<file path="src/rtl/pcs_ctrl_pkg.sv">
`default_nettype none
// ============================================================================
// Module  : pcs_ctrl_pkg
// Purpose : Shared link-state encoding and sync-header helpers for the
//           10GBASE-R PCS link controller.
// Revision: 1.0 - initial release
// ============================================================================
package pcs_ctrl_pkg;

    typedef enum logic [1:0] {
        HOLD   = 2'd0,
        INIT   = 2'd1,
        STABLE = 2'd2,
        UP     = 2'd3
    } link_state_t;

    localparam logic [1:0] SYNC_DATA = 2'b01;
    localparam logic [1:0] SYNC_CTRL = 2'b10;

    function automatic logic is_valid_header(input logic [1:0] hdr);
        return (hdr == SYNC_DATA) || (hdr == SYNC_CTRL);
    endfunction

endpackage
`default_nettype wire

</file>
<file path="src/rtl/pcs_ber_monitor.sv">
`default_nettype none
// ============================================================================
// Module  : pcs_ber_monitor
// Purpose : Windowed sync-header error monitor producing the hi_ber flag.
// Revision: 1.0 - initial release
// ============================================================================
module pcs_ber_monitor
    import pcs_ctrl_pkg::*;
#(
    parameter int BER_WINDOW = 1024,
    parameter int BER_THRESH = 16
) (
    input  logic       i_clk,
    input  logic       i_reset_n,
    input  logic       i_enable,
    input  logic       i_rx_valid,
    input  logic [1:0] i_rx_header,
    output logic       o_hi_ber,
    output logic       o_err_pulse
);

    localparam int c_WIN_W = $clog2(BER_WINDOW + 1);

    logic [c_WIN_W-1:0] r_win_cnt;
    logic [c_WIN_W-1:0] r_err_cnt;
    logic               r_hi_ber;
    logic [c_WIN_W-1:0] w_err_next;
    logic               w_bad;
    logic               w_win_end;

    assign w_bad       = i_enable && i_rx_valid && !is_valid_header(i_rx_header);
    assign w_err_next  = r_err_cnt + c_WIN_W'(w_bad);
    assign w_win_end   = (r_win_cnt == c_WIN_W'(BER_WINDOW - 1));
    assign o_err_pulse = w_bad;
    assign o_hi_ber    = r_hi_ber;

    // The closing header of a window is folded into that window's verdict.
    always_ff @(posedge i_clk) begin
        if (!i_reset_n || !i_enable) begin
            r_win_cnt <= '0;
            r_err_cnt <= '0;
            r_hi_ber  <= 1'b0;
        end else if (i_rx_valid) begin
            if (w_win_end) begin
                r_win_cnt <= '0;
                r_err_cnt <= '0;
                r_hi_ber  <= (w_err_next >= c_WIN_W'(BER_THRESH));
            end else begin
                r_win_cnt <= r_win_cnt + 1'b1;
                r_err_cnt <= w_err_next;
                if (w_err_next >= c_WIN_W'(BER_THRESH)) begin
                    r_hi_ber <= 1'b1;
                end
            end
        end
    end

endmodule
`default_nettype wire

</file>
<file path="src/rtl/pcs_link_ctrl.sv">
`default_nettype none
// ============================================================================
// Module  : pcs_link_ctrl
// Purpose : Per-lane PCS bring-up sequencer, lock supervisor and link-up gate.
// Revision: 1.0 - initial release
// ============================================================================
module pcs_link_ctrl
    import pcs_ctrl_pkg::*;
#(
    parameter int RESET_CYCLES  = 16,
    parameter int LOCK_TIMEOUT  = 65536,
    parameter int LINK_STABLE   = 256,
    parameter int BER_WINDOW    = 1024,
    parameter int BER_THRESH    = 16,
    parameter int ERR_CNT_WIDTH = 16
) (
    input  logic                     i_clk,
    input  logic                     i_reset_n,
    input  logic                     i_restart,
    input  logic                     i_block_lock,
    input  logic                     i_rx_valid,
    input  logic [1:0]               i_rx_header,
    input  logic                     i_err_clear,
    output logic                     o_pcs_reset,
    output logic                     o_init_done,
    output logic                     o_hi_ber,
    output logic                     o_link_up,
    output logic [ERR_CNT_WIDTH-1:0] o_err_count
);

    localparam int c_HOLD_W = $clog2(RESET_CYCLES + 1);
    localparam int c_LOCK_W = $clog2(LOCK_TIMEOUT + 1);
    localparam int c_STAB_W = $clog2(LINK_STABLE + 1);

    link_state_t             r_state;
    link_state_t             w_state_next;
    logic [c_HOLD_W-1:0]     r_hold_cnt,  w_hold_cnt_next;
    logic [c_LOCK_W-1:0]     r_lock_tmr,  w_lock_tmr_next;
    logic [c_STAB_W-1:0]     r_stab_cnt,  w_stab_cnt_next;
    logic                    r_pcs_reset;
    logic                    r_init_done;
    logic                    r_link_up;
    logic [ERR_CNT_WIDTH-1:0] r_err_count;
    logic                    w_hi_ber;
    logic                    w_err_pulse;

    pcs_ber_monitor #(
        .BER_WINDOW (BER_WINDOW),
        .BER_THRESH (BER_THRESH)
    ) u_ber_monitor (
        .i_clk       (i_clk),
        .i_reset_n   (i_reset_n),
        .i_enable    (i_block_lock),
        .i_rx_valid  (i_rx_valid),
        .i_rx_header (i_rx_header),
        .o_hi_ber    (w_hi_ber),
        .o_err_pulse (w_err_pulse)
    );

    // Counters default to zero so every state change starts its timer fresh.
    always_comb begin
        w_state_next    = r_state;
        w_hold_cnt_next = '0;
        w_lock_tmr_next = '0;
        w_stab_cnt_next = '0;
        case (r_state)
            HOLD: begin
                if (r_hold_cnt == c_HOLD_W'(RESET_CYCLES - 1)) begin
                    w_state_next = INIT;
                end else begin
                    w_hold_cnt_next = r_hold_cnt + 1'b1;
                end
            end
            INIT: begin
                if (i_block_lock) begin
                    w_state_next = STABLE;
                end else if (r_lock_tmr == c_LOCK_W'(LOCK_TIMEOUT - 1)) begin
                    w_state_next = HOLD;
                end else begin
                    w_lock_tmr_next = r_lock_tmr + 1'b1;
                end
            end
            STABLE: begin
                if (!i_block_lock) begin
                    w_state_next = INIT;
                end else if (!w_hi_ber) begin
                    if (r_stab_cnt == c_STAB_W'(LINK_STABLE - 1)) begin
                        w_state_next = UP;
                    end else begin
                        w_stab_cnt_next = r_stab_cnt + 1'b1;
                    end
                end
            end
            UP: begin
                if (!i_block_lock) begin
                    w_state_next = INIT;
                end else if (w_hi_ber) begin
                    w_state_next = STABLE;
                end
            end
            default: w_state_next = HOLD;
        endcase
        if (i_restart) begin
            w_state_next    = HOLD;
            w_hold_cnt_next = '0;
            w_lock_tmr_next = '0;
            w_stab_cnt_next = '0;
        end
    end

    always_ff @(posedge i_clk) begin
        if (!i_reset_n) begin
            r_state     <= HOLD;
            r_hold_cnt  <= '0;
            r_lock_tmr  <= '0;
            r_stab_cnt  <= '0;
            r_pcs_reset <= 1'b1;
            r_init_done <= 1'b0;
            r_link_up   <= 1'b0;
            r_err_count <= '0;
        end else begin
            r_state     <= w_state_next;
            r_hold_cnt  <= w_hold_cnt_next;
            r_lock_tmr  <= w_lock_tmr_next;
            r_stab_cnt  <= w_stab_cnt_next;
            r_pcs_reset <= (w_state_next == HOLD);
            r_init_done <= (w_state_next != HOLD);
            r_link_up   <= (w_state_next == UP);
            if (i_err_clear) begin
                r_err_count <= '0;
            end else if (w_err_pulse && (r_err_count != '1)) begin
                r_err_count <= r_err_count + 1'b1;
            end
        end
    end

    assign o_pcs_reset = r_pcs_reset;
    assign o_init_done = r_init_done;
    assign o_hi_ber    = w_hi_ber;
    assign o_link_up   = r_link_up;
    assign o_err_count = r_err_count;

endmodule
`default_nettype wire

</file>
<file path="config.mk">
export PLATFORM = sky130hd
export DESIGN_NAME = pcs_link_ctrl
export DESIGN_NICKNAME = d
export VERILOG_FILES = /design/src/rtl/pcs_ctrl_pkg.sv /design/src/rtl/pcs_ber_monitor.sv /design/src/rtl/pcs_link_ctrl.sv
export SDC_FILE = /design/constraint.sdc
export NUM_CORES = 1
export LEC_CHECK = 0
export ABC_AREA = 1
export BUFFER_PORTS_ARGS = -buffer_cell sky130_fd_sc_hd__buf_2
export CAP_MARGIN = 10
export CORE_ASPECT_RATIO = 1.75
export CORE_UTILIZATION = 40
export CTS_BUF_LIST = sky130_fd_sc_hd__clkbuf_2 sky130_fd_sc_hd__clkbuf_4 sky130_fd_sc_hd__clkbuf_8
export CTS_CLUSTER_DIAMETER = 50
export CTS_CLUSTER_SIZE = 10
export DETAILED_ROUTE_END_ITERATION = 7
export MAX_ROUTING_LAYER = met4
export SETUP_SLACK_MARGIN = 0.4
export SYNTH_ARGS = -nofsm -noshare
export SYNTH_HDL_FRONTEND = slang
export SYNTH_SLANG_ARGS = --single-unit
</file>
<file path="constraint.sdc">
create_clock -name i_clk -period 4.31 [get_ports i_clk]
set_input_delay 0.431 -clock i_clk [delete_from_list [all_inputs] [get_ports i_clk]]
set_output_delay 0.431 -clock i_clk [all_outputs]
set_load 0.01 [all_outputs]
</file>
==> results.yml, run 1 <==
timing:
  timing.setup.tns_ns: 0
  relSlewSlack_pct: 38.9
  finalSetupViolCount: 0
  slew_violations: 0
  period_minus_slack_ns: 2.46
  hold_violations: 0
  min_period_over_period_pct: 57.1
  fmax_mhz: 407
  finalClockSkew_ns: 0.0132
  holdWs_ns: 0.282
  rsz0062_at_grt: "no"
  tightest_slew_ns: 0.916
cells_and_area:
  nets: 581
  fin_area_um2: 4070
  n_antenna_cell: 0
  drive_gt1_share_pct: 8.98
  fillCellCount: 947
  area_growth_pct: 11.5
setup_path:
  crit_slowest_cell: "dfxtp_1"
  reg2reg_depth: 15
  critPathRequiredTime_ns: 4.57
  cp-start-kind: "flop"
  max_stage_delay_ns: 0.36
  crit_path_max_fanout: 13
  end_kind: "flop"
  timing.rr.start: "r_lock_tmr[0]"
  worstPathArrival_ns: 2.72
  rrSetupSlack_ns: 1.85
  critical_path_class: "reg -> reg"
  r2r-end: "r_lock_tmr[4]"
  critical_path.most_common_cell: "nor2_1"
  path_delay_family: "simple AND/OR/NAND/NOR gates"
  cp_cell_sequence: "ha_1 > nand2_1 > nor2_1 > nand2_1 > nor2_1 > nand3_1 > nor4_1 > ha_1 > nor2_1 > nand3_1 > nor2_1 > inv_1 > a21oi_1 > o21ai_0 > inv_1"
  cp.buffers_inverters: 2
drt:
  drt-wirelength-per-cell_um: 11.1
  num_vias: 3298
  drc_errors: 0
  vias_per_cell: 4.81
  dr.pass1.iters: 4
  wl_mm: 7.61
  ant_nets: 0
  drt_iter0_drc: 162
floorplan:
  core-area_um2: 8780
  rows: 45
  dieArea_um2: 9530
  num_io_pins: 28
  die_w_um: 74.2
  die_y_um: 128
  start_util_pct: 41.6
clock_tree:
  cts.sinks: 75
  cts_setup_buffers: 0
  ctsResizeCount: 0
  cts_inserted_buffers: 9
  h-tree-depth: 3
  tritoncts: "done"
  clk_pin_slew_ns: 0.08
  cts_root_buffer: "clkbuf_8"
  hold_buffers: 0
  clk_path_buf_depth: 2
  insertion_delay_ns: 0.36
placed_design:
  io_buffer_count: 27
  dpl.hpwl_mm: 5.68
  place_area_um2: 3890
  gp_congestion: 0.911
synth:
  avgSynthCellArea_um2: 6.87
  synth-seq-cells: 75
  ys_seq_area_share_pct: 41.1
  yosysTopAreaCell: "dfxtp_1"
  synthDistinctLibCells: 32
  syn_inst: 532
  yosys_warnings: 0
  syn_nets: 550
  yosys-top-cells-area: "dfxtp_1, nand2_1, nor2_1, inv_1, a21oi_1"
  yosysTopAreaCellShare_pct: 41.1
  syn_area_um2: 3650
global_routing:
  grt_pass1_wl_mm: 12.7
  grt_max_degree: 16
  grt_usage_pct: 17.9
  antenna_found_initial: 0
  overflow: 0
  grt_pass1_vias: 3038
hold_path:
  min_path_cells: 2
  min_to: "r_state[1]"
  hp-start: "i_restart"
  hold_path.class: "in -> reg"
pwr:
  powerDensity_nw_per_um2: 300
  ir_drop_uv: 218
  p_total_mw: 1.22
  p_leak_nw: 1.55
job:
  cap_violations: 0
status:
  status: "finished, final reports clean"
state kept, by name, summed over array words and instances, names as in the netlist, 2 cells and up:
signal / count
r_lock_tmr: 17
o_err_count: 16
u_ber_monitor.r_err_cnt: 11
u_ber_monitor.r_win_cnt: 11
r_stab_cnt: 9
r_hold_cnt: 5
r_state: 2
where the power goes:
group / leakage [nW] / internal [mW] / switching (mW)
sequential: 0.604 / 0.694 / 0.00160
clock: 0.0843 / 0.223 / 0.268
combinational: 0.863 / 0.00852 / 0.0259
metrics by stage:
| step | worst slack, ns | std cells | utilization, % |
|---|---|---|---|
| floorplan | 2.16 | 532 | - |
| global placement | 1.96 | 669 | 44.3 |
| detailed placement | 1.87 | 669 | 44.3 |
| CTS | 1.85 | 685 | 46.4 |
| global route | 1.43 | 685 | 46.4 |
| finish | 1.85 | 685 | 46.4 |
layer usage:
metal / routed length [um] / track usage [%]
met5: 0 / -
met4: 142 / 7.66
met3: 228 / 4.70
met2: 3940 / 30.6
met1: 3290 / 19.2
worst reg2reg max path: stages (launching register included):
cell	delay (ns)
dfxtp_1	0.36
ha_1	0.17
nand2_1	0.08
nor2_1	0.21
nand2_1	0.09
nor2_1	0.16
nand3_1	0.15
nor4_1	0.20
ha_1	0.19
nor2_1	0.04
nand3_1	0.09
nor2_1	0.10
inv_1	0.33
a21oi_1	0.07
o21ai_0	0.09
inv_1	0.05
synthesized netlist by cell type:
cell,instances
o21bai_1,1
or2_2,1
nor3b_1,5
xnor2_1,5
xor2_1,12
nor2_2,2
clkbuf_1,4
nand2_1,140
dfxtp_1,75
inv_2,1
o211ai_1,1
nand2_2,1
nand3_1,29
a22oi_1,2
a21oi_1,40
nor3_1,17
nand3b_1,4
o21a_1,2
buf_2,1
nor3_2,1
a31oi_1,2
nor3_4,1
o21ai_0,16
buf_4,1
nand4_1,6
nor2_1,78
buf_6,1
nor4_1,1
o21ai_4,1
and3_1,1
ha_1,10
inv_1,70
how the worst max path moves through the flow:
stage	end	slack (ns)	start	cells past startpoint
2_1_floorplan	r_lock_tmr[9]	2.16	r_lock_tmr[0]	14
3_3_place_gp	r_lock_tmr[4]	1.96	r_lock_tmr[0]	15
3_5_place_dp	r_lock_tmr[4]	1.87	r_lock_tmr[0]	15
5_1_grt	r_lock_tmr[4]	1.43	r_lock_tmr[0]	15
6_report	r_lock_tmr[4]	1.85	r_lock_tmr[0]	15
4_1_cts	r_lock_tmr[4]	1.85	r_lock_tmr[0]	15
cells by family after synthesis:
kind of cell,count (synthesis),share of synthesized area [%]
XOR/XNOR,17,4.08
buffers and inverters,78,8.36
adder cells (fa/ha/maj),10,3.43
flip-flops,75,41.1
AO/OA/AOI/OAI,65,9.70
AND/OR/NAND/NOR,287,33.3
cell type report:
class	count	area (um^2)	share of cell area, %
clock buffer	10	138	3.38
clock inverter	6	41.3	1.01
inverter	71	267	6.54
multi-input combinational	379	1850	45.3
sequential	75	1500	36.9
tap	117	146	3.59
timing repair buffer	27	135	3.32
layout by cell type (no fill, tap or decap):
| cell | netlist | layout |
|---|---|---|
| nand2_1 | 140 | 140 |
| nor2_1 | 78 | 78 |
| dfxtp_1 | 75 | 75 |
| inv_1 | 70 | 70 |
| a21oi_1 | 40 | 40 |
| nand3_1 | 29 | 29 |
| buf_2 | 1 | 27 |
| nor3_1 | 17 | 17 |
| o21ai_0 | 16 | 16 |
| xor2_1 | 12 | 12 |
| ha_1 | 10 | 10 |
| clkbuf_8 | 0 | 10 |
| nand4_1 | 6 | 6 |
| nor3b_1 | 5 | 5 |
| xnor2_1 | 5 | 5 |
| nand3b_1 | 4 | 4 |
| clkinvlp_4 | 0 | 3 |
| o21a_1 | 2 | 2 |
| a31oi_1 | 2 | 2 |
| nor2_2 | 2 | 2 |
| a22oi_1 | 2 | 2 |
| clkinv_2 | 0 | 2 |
| nor4_1 | 1 | 1 |
| nor3_4 | 1 | 1 |
| o21bai_1 | 1 | 1 |
| inv_2 | 1 | 1 |
| nor3_2 | 1 | 1 |
| nand2_2 | 1 | 1 |
| o21ai_4 | 1 | 1 |
| and3_1 | 1 | 1 |
| o211ai_1 | 1 | 1 |
| or2_2 | 1 | 1 |
| clkinv_4 | 0 | 1 |
Note: power is estimated with default switching activity, not from simulation.
==> inputs of run 2 (changes only) <==
Settings changed: ABC_AREA 1 to 0.
Clock period 4.31 ns to 2.4 ns, I/O delays scaled along.
==> run 2 against run 1 <==
Against the previous run: sequential share of layout area down 0.79 points; routed wire length fell by 1.0%; worst setup slack got worse by 1.4 ns; final area increased by 3.0%; via count is 7.4% lower; sequential power grew 80%; final cell count down 18%; maximum frequency increased by 23%; first-iteration DRC count shrank 23%; clock power increased to 2.6 times the previous value; sequential cell count unchanged; combinational power is 100% higher; critical path type unchanged; critical endpoint is now o_init_done; largest power group is now the clock network; highest routed layer unchanged.
==> results.yml, run 2 <==
pwr:
  powerDensity_nw_per_um2: 620
  p_total_mw: 2.60
  seqPwrFrac_pct: 48.0
  p_leak_nw: 1.38
  internal-power_mw: 2.08
  swShare_pct: 20.1
  switchingPower_mw: 0.522
  p_clk_share_pct: 49.4
  p_comb_share_pct: 2.7
  ir_drop_uv: 502
floorplan:
  die_y_um: 126
  die_w_um: 72.7
  core-area_um2: 8370
  num_io_pins: 28
  start_util_pct: 41.8
  rows: 44
  dieArea_um2: 9130
cells_and_area:
  area_growth_pct: 20.1
  final_util_pct: 50.2
  most-common-layout-cells: "dfxtp_1, nor2_1, buf_2"
  nets: 459
  largest_reg_flops: 17
  n_antenna_cell: 0
  final_common_cell: "dfxtp_1"
  fin_area_um2: 4200
  drive_gt1_share_pct: 19.5
  top_register: "r_lock_tmr"
setup_path:
  crit_path_max_fanout: 4
  rrSetupSlack_ns: 0.41
  timing.rr.start: "r_lock_tmr[7]"
  r2r-end: "o_init_done"
  critPathRequiredTime_ns: 2.64
  critPathCapture: "o_init_done"
  worstPathArrival_ns: 2.23
  crit_start: "r_lock_tmr[7]"
  end_kind: "flop"
  critical_path_class: "reg -> reg"
  reg2reg_depth: 8
  cp-start-kind: "flop"
clock_tree:
  insertion_delay_ns: 0.35
  tritoncts: "done"
  cts_inserted_buffers: 9
  clk_path_buf_depth: 2
  cts.sinks: 75
  h-tree-depth: 3
  cts_root_buffer: "clkbuf_8"
  clk_pin_slew_ns: 0.09
  hold_buffers: 0
global_routing:
  grt_usage_pct: 18.6
  grt_max_degree: 25
  grt_pass1_vias: 2958
  antenna_found_initial: 0
  grtUsageMet1_pct: 20.6
  overflow: 0
  grt_use_met2_pct: 31.5
  grt_pass1_wl_mm: 13.1
  grt_use_met3_pct: 3.60
  top_usage_layer: "met2"
synth:
  ys_seq_area_share_pct: 42.9
  synth_common_cells: "dfxtp_1, nor2_1, nand2_1, nand3_1, a21oi_1"
  yosysTopAreaCellShare_pct: 42.9
  yosys_warnings: 0
  yosys-top-cells-area: "dfxtp_1, nor2_1, xor2_1, ha_1, nand3_1"
  synth-seq-cells: 75
  synthDistinctLibCells: 48
  yosysMostFrequentCell: "dfxtp_1"
  syn_nets: 425
  synth-edff-count: 0
  avgSynthCellArea_um2: 8.59
  syn_area_um2: 3500
  syn_inst: 407
  ys.flop_type: "dfxtp_1"
  async_flop_share_pct: 0
  yosysTopAreaCell: "dfxtp_1"
drt:
  drt_iter0_drc: 125
  wl_mm: 7.53
  drc_errors: 0
  dr.pass1.iters: 7
  vias_per_cell: 5.44
  drt-wirelength-per-cell_um: 13.4
  ant_nets: 0
  num_vias: 3053
timing:
  slew_violations: 0
  rsz0062_at_grt: "yes"
  finalSetupViolCount: 0
  period_minus_slack_ns: 1.99
  finalClockSkew_ns: 0.0114
  fmax_mhz: 501
  tightest_slew_ns: 0.743
  relSlewSlack_pct: 49.8
  timing.setup.tns_ns: 0
  hold_violations: 0
  min_period_over_period_pct: 83.1
job:
  cap_violations: 0
hold_path:
  hold_path.class: "in -> reg"
placed_design:
  dpl.hpwl_mm: 5.46
  place_area_um2: 3850
  gp_congestion: 0.839
  io_buffer_count: 27
status:
  status: "finished, final reports clean"
==> run 2: cell types whose count changed in the layout (fill, tap and decap cells not counted), sizes merged, moves of 8 or more <==
cell / change
o31ai: +10
or4: +15
nand4: +9
and3: +8
inv: -54
nand2: -115
nor2: -35
buf: +11
a21oi: -19
nor4: +10
==> run 2: cells by family (layout without fill, tap and decap cells) <==
| logic type | Yosys count | after routing | synth area share, % |
|---|---|---|---|
| buffers and inverters | 31 | 70 | 3.58 |
| xor gates and xnor gates | 30 | 30 | 7.52 |
| and+or+nand+nor | 190 | 190 | 28.9 |
| muxes | 1 | 1 | 0.286 |
| adders and majority gates | 10 | 10 | 3.58 |
| DFF | 75 | 75 | 42.9 |
| AOI/OAI and AO/OA | 70 | 70 | 13.2 |
==> run 2: cell type report <==
type / count / area [um^2]
Clock inverter: 6 / 136
Timing Repair Buffer: 38 / 218
Inverter: 16 / 62.6
Tap cell: 115 / 144
Multi-Input combinational cell: 301 / 1990
Sequential cell: 75 / 1510
Fill cell: 816 / 4170
Clock buffer: 10 / 131
==> run 2: worst min-delay path by stage <==
stage                              from       endpoint  slack, ns  cells past startpoint
after global placement    r_lock_tmr[0]  r_lock_tmr[0]       0.42                      1
final                         i_restart      o_link_up       0.11                      2
after floorplan               i_restart      o_link_up       0.32                      1
after global routing          i_restart      o_link_up       0.10                      2
after CTS                     i_restart      o_link_up        0.1                      2
after detailed placement  r_lock_tmr[0]  r_lock_tmr[0]       0.43                      1
==> run 2: timing repair <==
item / in CTS / in global routing
setup endpoints to repair: 25 / 16
resized for setup: 5 / 15
pin swaps: 1 / 2
setup buffers: 1 / 2
==> run 2: routing by layer <==
layer | wire, um | share of wire (%)
met4 | 153 | 2.0
met5 | 0 | 0
met2 | 3860 | 51
met3 | 248 | 3.3
met1 | 3270 | 43
==> run 2: worst max-delay path: stages (launching register included) <==
cell,delay (ns)
dfxtp_2,0.37
and4_4,0.24
nand4_1,0.16
nor3_2,0.20
ha_2,0.21
nor2_1,0.05
o32ai_2,0.24
nor3b_1,0.12
or2_2,0.28
==> run 2: power by group through the flow <==
stage	Sequential, mW	Combinational [mW]	Clock [mW]
6_report	1.25	0.0695	1.29
5_1_grt	1.25	0.0785	1.38
4_1_cts	1.25	0.0698	1.32
3_5_place_dp	1.28	0.0687	0
3_3_place_gp	1.28	0.0687	0
2_1_floorplan	1.28	0.0442	0
==> run 2: stage by stage <==
step / cells / hold WS [ns] / worst slack, ns
floorplan: 407 / 0.319 / 0.221
global placement: 542 / 0.423 / 0.142
detailed placement: 542 / 0.431 / 0.121
CTS: 559 / 0.0957 / 0.335
global route: 561 / 0.102 / 0.288
finish: 561 / 0.113 / 0.405
